File: src/rtl/pipeline_ctrl_pkg.sv
// Shared types for the per-core pipeline sequencing controller:
// FSM state encoding, register index type and the per-cycle latch command bundle.
package pipeline_ctrl_pkg;

    typedef logic [4:0] regbits_t;

    typedef enum logic [1:0] {
        RUN     = 2'd0,
        MEMWAIT = 2'd1,
        HALTED  = 2'd2
    } pctrl_state_t;

    typedef struct packed {
        logic pc_en;
        logic ifid_en;
        logic idex_en;
        logic exmem_en;
        logic memwb_en;
        logic ifid_flush;
        logic idex_flush;
        logic exmem_flush;
        logic memwb_flush;
    } pctrl_cmd_t;

    // Everything frozen, nothing flushed.
    localparam pctrl_cmd_t CMD_HOLD = '{default: 1'b0};

endpackage

File: src/rtl/pipeline_ctrl_if.sv
// Handshake bundle between the pipeline datapath and its sequencing controller.
interface pipeline_ctrl_if
    import pipeline_ctrl_pkg::*;
#(
    parameter int CNT_W = 32
);
    logic             ihit;
    logic             dhit;
    logic             mem_dREN;
    logic             mem_dWEN;
    logic             ex_dREN;
    logic             ex_regWr;
    regbits_t         ex_wsel;
    regbits_t         id_rs;
    regbits_t         id_rt;
    logic             id_uses_rt;
    logic             ex_redirect;
    logic             wb_halt;
    logic             pc_en;
    logic             ifid_en;
    logic             idex_en;
    logic             exmem_en;
    logic             memwb_en;
    logic             ifid_flush;
    logic             idex_flush;
    logic             exmem_flush;
    logic             memwb_flush;
    logic             halt;
    logic [CNT_W-1:0] stall_cycles;
    logic [CNT_W-1:0] flush_events;

    modport pctrl (
        input  ihit, dhit, mem_dREN, mem_dWEN, ex_dREN, ex_regWr, ex_wsel,
               id_rs, id_rt, id_uses_rt, ex_redirect, wb_halt,
        output pc_en, ifid_en, idex_en, exmem_en, memwb_en,
               ifid_flush, idex_flush, exmem_flush, memwb_flush,
               halt, stall_cycles, flush_events
    );

    modport tb (
        output ihit, dhit, mem_dREN, mem_dWEN, ex_dREN, ex_regWr, ex_wsel,
               id_rs, id_rt, id_uses_rt, ex_redirect, wb_halt,
        input  pc_en, ifid_en, idex_en, exmem_en, memwb_en,
               ifid_flush, idex_flush, exmem_flush, memwb_flush,
               halt, stall_cycles, flush_events
    );
endinterface

File: src/rtl/pipeline_ctrl_hazard_detect.sv
// Combinational hazard detection and priority decode into one latch command per cycle.
module hazard_detect
    import pipeline_ctrl_pkg::*;
(
    input  logic       blocked,
    input  logic       ihit,
    input  logic       dhit,
    input  logic       mem_dREN,
    input  logic       mem_dWEN,
    input  logic       ex_dREN,
    input  logic       ex_regWr,
    input  regbits_t   ex_wsel,
    input  regbits_t   id_rs,
    input  regbits_t   id_rt,
    input  logic       id_uses_rt,
    input  logic       ex_redirect,
    output logic       mem_stall,
    output pctrl_cmd_t cmd
);
    logic load_use_s;

    // Priority decode: halt/reset, memory stall, redirect, load-use, icache miss, run.
    always_comb begin
        mem_stall  = (mem_dREN | mem_dWEN) & ~dhit;
        load_use_s = ex_dREN & ex_regWr & (ex_wsel != 5'd0) &
                     ((ex_wsel == id_rs) | (id_uses_rt & (ex_wsel == id_rt)));
        cmd = CMD_HOLD;
        if (blocked) begin
            cmd = CMD_HOLD;
        end else if (mem_stall) begin
            // EX instruction is retained, so redirect/load-use re-resolve after dhit.
            cmd = CMD_HOLD;
        end else if (ex_redirect) begin
            cmd = '{pc_en: 1'b1, ifid_en: 1'b1, idex_en: 1'b1, exmem_en: 1'b1,
                    memwb_en: 1'b1, ifid_flush: 1'b1, idex_flush: 1'b1,
                    exmem_flush: 1'b0, memwb_flush: 1'b0};
        end else if (load_use_s) begin
            cmd = '{pc_en: 1'b0, ifid_en: 1'b0, idex_en: 1'b1, exmem_en: 1'b1,
                    memwb_en: 1'b1, ifid_flush: 1'b0, idex_flush: 1'b1,
                    exmem_flush: 1'b0, memwb_flush: 1'b0};
        end else if (!ihit) begin
            cmd = '{pc_en: 1'b0, ifid_en: 1'b1, idex_en: 1'b1, exmem_en: 1'b1,
                    memwb_en: 1'b1, ifid_flush: 1'b1, idex_flush: 1'b0,
                    exmem_flush: 1'b0, memwb_flush: 1'b0};
        end else begin
            cmd = '{pc_en: 1'b1, ifid_en: 1'b1, idex_en: 1'b1, exmem_en: 1'b1,
                    memwb_en: 1'b1, ifid_flush: 1'b0, idex_flush: 1'b0,
                    exmem_flush: 1'b0, memwb_flush: 1'b0};
        end
    end

endmodule

File: src/rtl/pipeline_ctrl.sv
// Pipeline sequencing controller: RUN/MEMWAIT/HALTED FSM, latch command outputs
// and saturating stall/flush performance counters.
module pipeline_ctrl
    import pipeline_ctrl_pkg::*;
#(
    parameter int CNT_W = 32
)(
    input logic            CLK,
    input logic            nRST,
    pipeline_ctrl_if.pctrl bus
);
    localparam logic [CNT_W-1:0] CNT_MAX = {CNT_W{1'b1}};
    localparam logic [CNT_W-1:0] CNT_ONE = {{(CNT_W-1){1'b0}}, 1'b1};

    function automatic logic [CNT_W-1:0] sat_inc(input logic [CNT_W-1:0] v);
        return (v == CNT_MAX) ? v : v + CNT_ONE;
    endfunction

    pctrl_state_t     state_r;
    pctrl_cmd_t       cmd_s;
    logic             mem_stall_s;
    logic             blocked_s;
    logic             any_flush_s;
    logic [CNT_W-1:0] stall_r;
    logic [CNT_W-1:0] flush_r;

    // Reset drives every command low, independent of the clock.
    assign blocked_s   = ~nRST | (state_r == HALTED);
    assign any_flush_s = cmd_s.ifid_flush | cmd_s.idex_flush |
                         cmd_s.exmem_flush | cmd_s.memwb_flush;

    hazard_detect u_hazard (
        .blocked     (blocked_s),
        .ihit        (bus.ihit),
        .dhit        (bus.dhit),
        .mem_dREN    (bus.mem_dREN),
        .mem_dWEN    (bus.mem_dWEN),
        .ex_dREN     (bus.ex_dREN),
        .ex_regWr    (bus.ex_regWr),
        .ex_wsel     (bus.ex_wsel),
        .id_rs       (bus.id_rs),
        .id_rt       (bus.id_rt),
        .id_uses_rt  (bus.id_uses_rt),
        .ex_redirect (bus.ex_redirect),
        .mem_stall   (mem_stall_s),
        .cmd         (cmd_s)
    );

    // Sequencing FSM; a halt is accepted only once the MEM stage is not stalled.
    always_ff @(posedge CLK or negedge nRST) begin
        if (!nRST) begin
            state_r <= RUN;
        end else begin
            case (state_r)
                RUN: begin
                    if (bus.wb_halt && !mem_stall_s) state_r <= HALTED;
                    else if (mem_stall_s)            state_r <= MEMWAIT;
                    else                             state_r <= RUN;
                end
                MEMWAIT: begin
                    if (bus.wb_halt && !mem_stall_s) state_r <= HALTED;
                    else if (bus.dhit)               state_r <= RUN;
                    else                             state_r <= MEMWAIT;
                end
                HALTED:  state_r <= HALTED;
                default: state_r <= RUN;
            endcase
        end
    end

    // Saturating performance counters.
    always_ff @(posedge CLK or negedge nRST) begin
        if (!nRST) begin
            stall_r <= {CNT_W{1'b0}};
            flush_r <= {CNT_W{1'b0}};
        end else begin
            if (!cmd_s.pc_en && (state_r != HALTED)) stall_r <= sat_inc(stall_r);
            else                                     stall_r <= stall_r;
            if (any_flush_s) flush_r <= sat_inc(flush_r);
            else             flush_r <= flush_r;
        end
    end

    assign bus.pc_en        = cmd_s.pc_en;
    assign bus.ifid_en      = cmd_s.ifid_en;
    assign bus.idex_en      = cmd_s.idex_en;
    assign bus.exmem_en     = cmd_s.exmem_en;
    assign bus.memwb_en     = cmd_s.memwb_en;
    assign bus.ifid_flush   = cmd_s.ifid_flush;
    assign bus.idex_flush   = cmd_s.idex_flush;
    assign bus.exmem_flush  = cmd_s.exmem_flush;
    assign bus.memwb_flush  = cmd_s.memwb_flush;
    assign bus.halt         = (state_r == HALTED);
    assign bus.stall_cycles = stall_r;
    assign bus.flush_events = flush_r;

endmodule

File: src/flat_wrapper.sv
// flat-port wrapper written by rule: the top's interface ports become plain ports
module pipeline_ctrl_flat import pipeline_ctrl_pkg::*;
#(
    parameter int CNT_W = 32
)
  (CLK, nRST, bus_ihit, bus_dhit, bus_mem_dREN, bus_mem_dWEN, bus_ex_dREN, bus_ex_regWr, bus_ex_wsel, bus_id_rs, bus_id_rt, bus_id_uses_rt, bus_ex_redirect, bus_wb_halt, bus_pc_en, bus_ifid_en, bus_idex_en, bus_exmem_en, bus_memwb_en, bus_ifid_flush, bus_idex_flush, bus_exmem_flush, bus_memwb_flush, bus_halt, bus_stall_cycles, bus_flush_events);
  pipeline_ctrl_if #(.CNT_W(CNT_W)) bus_i ();
  input logic CLK;
  input logic nRST;
  input wire logic [$bits(bus_i.ihit)-1:0] bus_ihit;
  input wire logic [$bits(bus_i.dhit)-1:0] bus_dhit;
  input wire logic [$bits(bus_i.mem_dREN)-1:0] bus_mem_dREN;
  input wire logic [$bits(bus_i.mem_dWEN)-1:0] bus_mem_dWEN;
  input wire logic [$bits(bus_i.ex_dREN)-1:0] bus_ex_dREN;
  input wire logic [$bits(bus_i.ex_regWr)-1:0] bus_ex_regWr;
  input wire logic [$bits(bus_i.ex_wsel)-1:0] bus_ex_wsel;
  input wire logic [$bits(bus_i.id_rs)-1:0] bus_id_rs;
  input wire logic [$bits(bus_i.id_rt)-1:0] bus_id_rt;
  input wire logic [$bits(bus_i.id_uses_rt)-1:0] bus_id_uses_rt;
  input wire logic [$bits(bus_i.ex_redirect)-1:0] bus_ex_redirect;
  input wire logic [$bits(bus_i.wb_halt)-1:0] bus_wb_halt;
  output wire logic [$bits(bus_i.pc_en)-1:0] bus_pc_en;
  output wire logic [$bits(bus_i.ifid_en)-1:0] bus_ifid_en;
  output wire logic [$bits(bus_i.idex_en)-1:0] bus_idex_en;
  output wire logic [$bits(bus_i.exmem_en)-1:0] bus_exmem_en;
  output wire logic [$bits(bus_i.memwb_en)-1:0] bus_memwb_en;
  output wire logic [$bits(bus_i.ifid_flush)-1:0] bus_ifid_flush;
  output wire logic [$bits(bus_i.idex_flush)-1:0] bus_idex_flush;
  output wire logic [$bits(bus_i.exmem_flush)-1:0] bus_exmem_flush;
  output wire logic [$bits(bus_i.memwb_flush)-1:0] bus_memwb_flush;
  output wire logic [$bits(bus_i.halt)-1:0] bus_halt;
  output wire logic [$bits(bus_i.stall_cycles)-1:0] bus_stall_cycles;
  output wire logic [$bits(bus_i.flush_events)-1:0] bus_flush_events;
  assign bus_i.ihit = bus_ihit;
  assign bus_i.dhit = bus_dhit;
  assign bus_i.mem_dREN = bus_mem_dREN;
  assign bus_i.mem_dWEN = bus_mem_dWEN;
  assign bus_i.ex_dREN = bus_ex_dREN;
  assign bus_i.ex_regWr = bus_ex_regWr;
  assign bus_i.ex_wsel = bus_ex_wsel;
  assign bus_i.id_rs = bus_id_rs;
  assign bus_i.id_rt = bus_id_rt;
  assign bus_i.id_uses_rt = bus_id_uses_rt;
  assign bus_i.ex_redirect = bus_ex_redirect;
  assign bus_i.wb_halt = bus_wb_halt;
  assign bus_pc_en = bus_i.pc_en;
  assign bus_ifid_en = bus_i.ifid_en;
  assign bus_idex_en = bus_i.idex_en;
  assign bus_exmem_en = bus_i.exmem_en;
  assign bus_memwb_en = bus_i.memwb_en;
  assign bus_ifid_flush = bus_i.ifid_flush;
  assign bus_idex_flush = bus_i.idex_flush;
  assign bus_exmem_flush = bus_i.exmem_flush;
  assign bus_memwb_flush = bus_i.memwb_flush;
  assign bus_halt = bus_i.halt;
  assign bus_stall_cycles = bus_i.stall_cycles;
  assign bus_flush_events = bus_i.flush_events;
  pipeline_ctrl #(.CNT_W(CNT_W)) u_core (.CLK(CLK), .nRST(nRST), .bus(bus_i));
endmodule
File: config.mk
export PLATFORM = sky130hd
export DESIGN_NAME = pipeline_ctrl_flat
export DESIGN_NICKNAME = d
export VERILOG_FILES = /design/src/rtl/pipeline_ctrl_pkg.sv /design/src/rtl/pipeline_ctrl_if.sv /design/src/rtl/pipeline_ctrl_hazard_detect.sv /design/src/rtl/pipeline_ctrl.sv /design/src/flat_wrapper.sv
export SDC_FILE = /design/constraint.sdc
export NUM_CORES = 1
export LEC_CHECK = 0
export CELL_PAD_IN_SITES_DETAIL_PLACEMENT = 0
export CELL_PAD_IN_SITES_GLOBAL_PLACEMENT = 2
export CORE_UTILIZATION = 33
export CTS_BUF_LIST = sky130_fd_sc_hd__clkbuf_4 sky130_fd_sc_hd__clkbuf_8
export DETAILED_ROUTE_END_ITERATION = 16
export GPL_TIMING_DRIVEN = 1
export PLACE_DENSITY = 0.92
export SYNTH_ARGS = -nofsm -noshare
export SYNTH_HDL_FRONTEND = slang
export SYNTH_SLANG_ARGS = --single-unit
File: constraint.sdc
create_clock -name CLK -period 2.95 [get_ports CLK]
set_input_delay 0.59 -clock CLK [delete_from_list [all_inputs] [get_ports CLK]]
set_output_delay 0.59 -clock CLK [all_outputs]
set_load 0.05 [all_outputs]
==> results.ini, run 1 <==
[worst_setup_path]
required_ns = 2.36
critPathMaxFanout = 4
critPathKind = in -> out
rr_worst_depth = 6
worst_setup_path_end_kind = primary output
cp.arrival_ns = 2.22
startpoint_type = input port

[grt]
grt_pass1_vias = 2718
grt_util_all_layers = 0.158
antenna_found_initial = 0
grt_pass1_wl_mm = 13.8
grt_overflow = 0
grt_max_degree = 35

[outcome]
outcome = finished clean

[timing]
whs_ns = 0.349
hold_viol_final = 0
fin_crit_sh = 0.951
finClkSkew_ns = 0.00944
rsz0062_at_grt = no
final_max_slew_viol_count = 0
relSlewSlack = 0.436
tightest_slew_ns = 0.843
fmax_mhz = 356
setup_tns_ns = 0
post-route-min-period_ns = 2.81
report.final.setup_viol = 0

[yosys]
syn_avg_cell_area_um2 = 10.6
netlist_area_mm2 = 0.00342
synth_ff_type = dfrtp_1
synthCells = 322
synth_common_cells = dfrtp_1 (66), xnor2_1 (57), nand3_1 (28)
seq_area_frac_synth = 0.482
synth-edff-count = 0
synth_top_area_frac = 0.482
yosys.area.top_type = dfrtp_1
synth-async-reset-ratio = 1.00
yosysWarnings = 0
ys_top_cells_by_area = dfrtp_1 (48%), xnor2_1 (15%), nand4_1 (4.9%), nand3_1 (4.1%), xor2_1 (3.8%)
ys_types = 41
yosysMostFrequentCell = dfrtp_1
ys_seq_elements = 66

[drt]
vias_per_cell = 4.85
dr.pass1.iters = 4
antenna_left = 0
drc = 0
num_vias = 2794
wirelength_mm = 8.12
routedWlPerCell_um = 14.1
first_iter_violations = 77

[power]
switching_share = 0.387
pwr-share-comb = 0.369
internal-power_mw = 1.72
power.density_mw_per_mm2 = 576
power_mw = 2.81
leakagePower_nw = 2.06
vdd_drop_max_mv = 0.598
p_switching_mw = 1.09
clock_power_share = 0.236
p_seq_frac = 0.395

[place]
dp_hpwl_mm = 5.99
placed_area_mm2 = 0.00467
port_buffers = 97
gp_congestion = 0.762
dp_cells = 558

[clock_tree]
clock-root-buffer = clkbuf_8
cts_tree = done
h-tree-depth = 3
numCtsBuffers = 9
numClockSinks = 66
clock_latency_ns = 0.35
cts_buffer_depth = 2
clk_pin_slew_ns = 0.07

[floorplanning]
die_w_um = 104
die_h_um = 104
die_area_mm2 = 0.0108
rows = 36
start_util = 0.345
num_io_pins = 100
core_area_mm2 = 0.00991

[layout]
design_area_mm2 = 0.00488
final_net_count = 467
diodes = 0
layout.cells.non_filler = 576
drive_above_1_share = 0.131
areaGrowthSynthToFinish_pct = 42.7

[min_path]
hp-class = in -> async

[run]
max_cap_viol_count = 0

-- registers in the layout (all words and copies together) (netlist names) --
| signal | count |
|---|---|
| u_core.bus.flush_events | 32 |
| u_core.bus.stall_cycles | 32 |
| u_core.state_r | 2 |
-- worst paths after layout --
check,from,endpoint,slack (ns)
worst max-delay path,bus_mem_dWEN,bus_ifid_flush,0.14
worst min-delay path,nRST,u_core.bus.stall_cycles[20],0.35
worst max register to register,u_core.bus.flush_events[0],u_core.bus.flush_events[1],0.58
worst min register to register,u_core.state_r[1],u_core.state_r[0],0.46
max in group asynchronous,nRST,u_core.bus.flush_events[5],2.28
min in group CLK,u_core.state_r[1],u_core.state_r[0],0.46
-- power groups by stage --
stage / logic, mW / registers [mW] / clock network (mW)
floorplan: 0.393 / 1.37 / 0
global placement: 1.03 / 1.12 / 0
detailed placement: 1.04 / 1.13 / 0
CTS: 1.04 / 1.11 / 0.685
global route: 1.10 / 1.13 / 0.733
finish: 1.04 / 1.11 / 0.665
-- cell type report --
cell class	count	area, um^2
Inverter	6	22.5
Fill cell	962	5030
Clock inverter	3	17.5
Multi-Input combinational cell	243	1710
Tap cell	133	166
Timing Repair Buffer	113	1170
Clock buffer	12	146
Sequential cell	66	1650
-- layer usage --
metal,wire length (um),track usage,vias up
li1,-,-,1365
met1,3820,0.211,1350
met2,3850,0.251,67
met3,368,0.0457,12
met4,76,0.0429,0
met5,0,0,-
-- stage by stage --
| step | setup slack [ns] | util |
|---|---|---|
| 3_5_place_dp | -0.146 | 0.471 |
| 4_1_cts | 0.00238 | 0.488 |
| 5_1_grt | 0.00381 | 0.493 |
| 2_1_floorplan | 0.0735 | - |
| 3_3_place_gp | -0.121 | 0.471 |
| 6_report | 0.144 | 0.493 |
-- cells by family (layout without fill, tap and decap cells) --
kind of cell	after synthesis	count (layout)	synth area share
xor+xnor	72	72	0.184
other cells	1	2	0.00110
simple gates	149	149	0.254
fa+ha+maj	2	2	0.00731
compound gates	16	16	0.0398
mux	2	2	0.00658
buf+inv	14	134	0.0245
flops	66	66	0.482
-- critical path, stage by stage --
cell             delay [ns]
clkdlybuf4s50_1        0.42
o21bai_1               0.32
nand3_1                0.24
buf_4                  0.21
nor2_2                 0.12
and2_2                 0.17
buf_12                 0.13
-- layout by cell type (no fill, tap or decap), drive strengths merged, types with 8 or more instances in the layout --
| cell type | synthesis | final |
|---|---|---|
| nand2 | 20 | 20 |
| and3 | 18 | 18 |
| clkdlybuf4s50 | 0 | 84 |
| nor2 | 22 | 22 |
| dfrtp | 66 | 66 |
| nor3 | 8 | 8 |
| xor2 | 15 | 15 |
| clkbuf | 1 | 12 |
| xnor2 | 57 | 57 |
| nand3 | 28 | 28 |
| nand4 | 27 | 27 |
| buf | 7 | 24 |
-- what timing repair did --
action | in CTS | in global routing
setup buffers | 0 | 3
hold buffers | 0 | 0
setup endpoints to repair | 0 | 3
resized for setup | 0 | 8
(Power assumes the default switching activity.)
==> inputs of run 2 (changes only) <==
CTS_CLUSTER_SIZE = 8   (was default)
SKIP_LAST_GASP = 1   (was default)
==> results of run 2 <==
No change in the layout: final DEF, timing and power equal those of run 1.
==> inputs of run 3 (changes only) <==
REMOVE_ABC_BUFFERS = 1   (was default)
==> results.ini, run 3 (synthesis results as in run 1) <==
[outcome]
outcome = finished clean

[timing]
setup_slack_ns = 0.126  ; -0.0179 ns
hold_viol_final = 0  ; unchanged
post-route-min-period_ns = 2.82  ; +0.0179 ns
final_max_slew_viol_count = 0  ; unchanged
report.final.setup_viol = 0  ; unchanged
relSlewSlack = 0.408  ; -0.0277
fmax_mhz = 354  ; -0.64%
fin_crit_sh = 0.957  ; +0.00608
tightest_slew_ns = 0.885  ; +0.0414 ns
rsz0062_at_grt = no
finClkSkew_ns = 0.00912  ; -0.000322 ns
whs_ns = 0.0398  ; -0.309 ns

[grt]
grt_pass1_vias = 2773  ; +2.0%
grt_overflow = 0  ; unchanged
grt_util_all_layers = 0.158  ; -0.000421
grt_pass1_wl_mm = 13.7  ; -0.50%
antenna_found_initial = 0  ; unchanged
grt_max_degree = 65  ; +86%

[place]
placed_area_mm2 = 0.00464  ; -0.56%
port_buffers = 97  ; unchanged
dp_hpwl_mm = 5.99  ; about the same
gp_congestion = 0.795  ; +4.3%
pre_cts_ws_ns = -0.156  ; -0.0100 ns

[layout]
final_common_cell = clkdlybuf4s50_1
drive_above_1_share = 0.116  ; -0.0148
design_area_mm2 = 0.00486  ; -0.54%
final_net_count = 462  ; -1.1%
final_cell_mix = clkdlybuf4s50_1 (86), dfrtp_1 (66), xnor2_1 (57), nand3_1 (28), nand4_1 (27)
areaGrowthSynthToFinish_pct = 41.9
diodes = 0  ; unchanged

[worst_setup_path]
required_ns = 2.36  ; about the same
critPathKind = in -> out
cpPeakStageDelay_ns = 0.54  ; +0.12 ns
worstPathCellList = clkdlybuf4s50_1, xnor2_1, nand4_1, o22ai_4, buf_4, a21oi_1, nor2_1, buf_12
startpoint_type = input port
rrSetupSlack_ns = 0.54  ; -0.04 ns
rr_startpoint = u_core.bus.flush_events[0]
worst_setup_path_end_kind = primary output
critPathMaxFanout = 3  ; -1
cp.arrival_ns = 2.23  ; about the same
rr_worst_depth = 6  ; unchanged
crit_slowest_cell = clkdlybuf4s50_1
timing.rr.end = u_core.bus.flush_events[1]

[floorplanning]
die_w_um = 104  ; unchanged
die_area_mm2 = 0.0108  ; unchanged
start_util = 0.345  ; unchanged
core_area_mm2 = 0.00991  ; unchanged
num_io_pins = 100  ; unchanged
rows = 36  ; unchanged
die_h_um = 104  ; unchanged

[drt]
drc = 0  ; unchanged
num_vias = 2791  ; -0.11%
wirelength_mm = 8.09  ; -0.28%
dr.pass1.iters = 4  ; unchanged
routedWlPerCell_um = 14.1  ; +0.41%
vias_per_cell = 4.88  ; +0.59%
antenna_left = 0  ; unchanged
first_iter_violations = 55  ; -29%

[power]
power_mw = 2.86  ; +1.8%
power.density_mw_per_mm2 = 589  ; +2.3%
leakagePower_nw = 2.02  ; -1.7%
vdd_drop_max_mv = 0.611  ; +2.2%

[min_path]
hp-class = in -> async

[clock_tree]
clk_pin_slew_ns = 0.08  ; about the same
cts_buffer_depth = 2  ; unchanged
clock-root-buffer = clkbuf_8
numClockSinks = 66  ; unchanged
cts_tree = done
h-tree-depth = 3  ; unchanged
numCtsBuffers = 9  ; unchanged
clock_latency_ns = 0.34  ; about the same

[run]
max_cap_viol_count = 0  ; unchanged

run 3: worst max-delay path, delay by kind of cell:
kind,cells,cell delay (ns)
buf+inv,3,0.86
simple gates,2,0.39
xor+xnor,1,0.13
compound gates,2,0.25
run 3: through the flow:
step | util | TNS [ns] | instances
after floorplan | - | -0.287 | 315
after global placement | 0.469 | -1.81 | 555
after detailed placement | 0.469 | -2.36 | 555
after CTS | 0.488 | 0 | 571
after global routing | 0.490 | 0 | 572
final | 0.490 | 0 | 572
run 3: final cells by class:
| cell class | instances | area [um^2] |
|---|---|---|
| clock inverters | 5 | 37.5 |
| clock buffers | 11 | 151 |
| flip-flops and latches | 66 | 1650 |
| multi-input cells | 243 | 1700 |
| fillers | 935 | 5050 |
| well taps | 133 | 166 |
| inverters | 6 | 22.5 |
| repair buffers | 108 | 1130 |
run 3: what timing repair did:
action                     4_1_cts  5_1_grt
buffers inserted                 0        1
pin swaps                        0        2
hold buffers                     0        0
cloned                           0        0
setup endpoints to repair        1        4
resized for setup                1        4
run 3: per-layer routing:
layer | share of wire | global-route usage | wire length (um)
met5 | 0 | 0 | 0
met4 | 0.012 | 0.0490 | 99
met1 | 0.46 | 0.196 | 3750
met3 | 0.053 | 0.0508 | 429
met2 | 0.47 | 0.260 | 3820
run 3: how the worst max path moves through the flow:
stage                   startpoint                          to  slack [ns]  cells after the start
finish              bus_ex_wsel[4]              bus_idex_flush        0.13                      8
global route        bus_ex_wsel[3]              bus_ifid_flush        0.03                      9
CTS                 bus_ex_wsel[0]              bus_idex_flush        0.01                      7
detailed placement  bus_ex_wsel[4]  u_core.bus.flush_events[1]       -0.16                      7
global placement    bus_ex_wsel[4]  u_core.bus.flush_events[1]       -0.14                      7
floorplan           bus_ex_wsel[0]              bus_ifid_flush       -0.29                      6
run 3: power by group:
part,leakage (nW),switching [mW],internal [mW]
logic,1.05,0.639,0.394
clock network,0.0919,0.362,0.354
registers,0.884,0.119,0.993
==> patch, RTL diff (flow settings as in run 2) <==
The 3 states of `pctrl_state_t` get a one-hot encoding in 3 bits.
--- a/src/rtl/pipeline_ctrl_pkg.sv
+++ b/src/rtl/pipeline_ctrl_pkg.sv
@@ -4,10 +4,10 @@
 
     typedef logic [4:0] regbits_t;
 
-    typedef enum logic [1:0] {
-        RUN     = 2'd0,
-        MEMWAIT = 2'd1,
-        HALTED  = 2'd2
+    typedef enum logic [2:0] {
+        RUN     = 3'b001,
+        MEMWAIT = 3'b010,
+        HALTED  = 3'b100
     } pctrl_state_t;
 
     typedef struct packed {
Behaviour: no difference found for any inputs over 10 cycles, from zero or initial values and one cycle with nRST low; not proved beyond that.
==> patch against run 2 <==
  * Count of clock-buffer cells in the layout decreased by 1
  * Wire length rose by 3.2%
  * Sequential cell count up 1
  * Total power increased by 6.5%
  * Clock skew is 0.0012 ns higher
  * Cell area rose by 1.7%
  * Area after synthesis rose by 1.0%
  * Final cell count is 3.5% higher
  * Via count rose by 3.4%
  * Worst setup slack worse by 0.093 ns
  * Critical path depth unchanged
  * Core utilization is 0.73 points lower
  * Critical path type unchanged
  * Largest cell class unchanged
==> patch: results (changes against run 2) <==
setup_path:
  critPathMaxStageDelay_ns: 0.46  # was 0.42 ns
  critPathMaxFanout: 5  # was 4
global_routing:
  grt_use_total_pct: 15.86  # was 15.84%
  grt_max_degree: 68  # was 35
  met1_usage_pct: 22.18  # was 21.09%
  grt_first_pass_wirelength_um: 14040  # was 13800 µm
  grt_pass1_vias: 2811  # was 2718
  met2_usage_pct: 23.51  # was 25.14%
routing:
  routed_via_density: 4.849  # was 4.851
  dr.pass1.iters: 6  # was 4
  wl_um: 8376  # was 8115 µm
  dr_wl_met3_um: 448  # was 368 µm
  wire_per_inst_um: 14.05  # was 14.09 µm
  wl_met1_um: 4160  # was 3815 µm
synth:
  synth_common_cells: "dfrtp_1 (66), xnor2_1 (58), nand2_1 (32)"  # was dfrtp_1 (66), xnor2_1 (57), nand3_1 (28)
  synth-compound-area-share_pct: 4.957  # was 3.984%
  synthMuxAreaShare_pct: 0.6512  # was 0.6579%
layout:
  nNonClkBuffers: 111  # was 113
  clk_share_pct: 3.980  # was 3.356%
  multi_input_area_mm2: 0.001737  # was 0.001710 mm²
  drive_above_1_share_pct: 13.04  # was 13.09%
  fin_area_mm2: 0.004967  # was 0.004883 mm²
  inverters: 11  # was 6
  nonClkBufAreaFrac_pct: 23.02  # was 23.93%
  multi_input_gates: 255  # was 243
status:
  status: "finished, final reports clean"  # unchanged
clock_network:
  cts_resized: 2  # was 0
place:
  gp_congestion: 0.7641  # was 0.7618
  pre_cts_ws_ns: -0.06395  # was -0.1459 ns
sta:
  fin_ws_ns: 0.05059  # was 0.1439 ns
  slew_headroom_pct: 41.70  # was 43.60%
die:
  row_count: 37  # was 36
==> patch: kinds of logic after synthesis <==
| logic type | count (synthesis) |
|---|---|
| AO/OA/AOI/OAI | 23 |
| XOR/XNOR | 72 |
| adder cells (fa/ha/maj) | 2 |
| buffers and inverters | 18 |
| flip-flops | 67 |
| multiplexers | 2 |
| other | 1 |
| AND/OR/NAND/NOR | 154 |
==> patch: worst paths after layout <==
path	slack (ns)	from	depth (start not counted)	endpoint
setup / recovery	0.05	bus_ex_wsel[1]	7	bus_pc_en
hold / removal	0.49	nRST	2	u_core.bus.flush_events[25]
setup reg to reg	0.67	u_core.state_r[0]	8	u_core.bus.stall_cycles[22]
hold reg to reg	0.49	u_core.state_r[2]	1	u_core.state_r[1]
max in group asynchronous	1.89	nRST	2	u_core.bus.stall_cycles[10]
min in group CLK	0.49	u_core.state_r[2]	1	u_core.state_r[1]
==> patch: power by group <==
part,internal (µW),total (µW),switching (µW)
Clock,419,766,347
Sequential,1030,1180,149
Combinational,414,1050,632
Total,1870,3000,1130
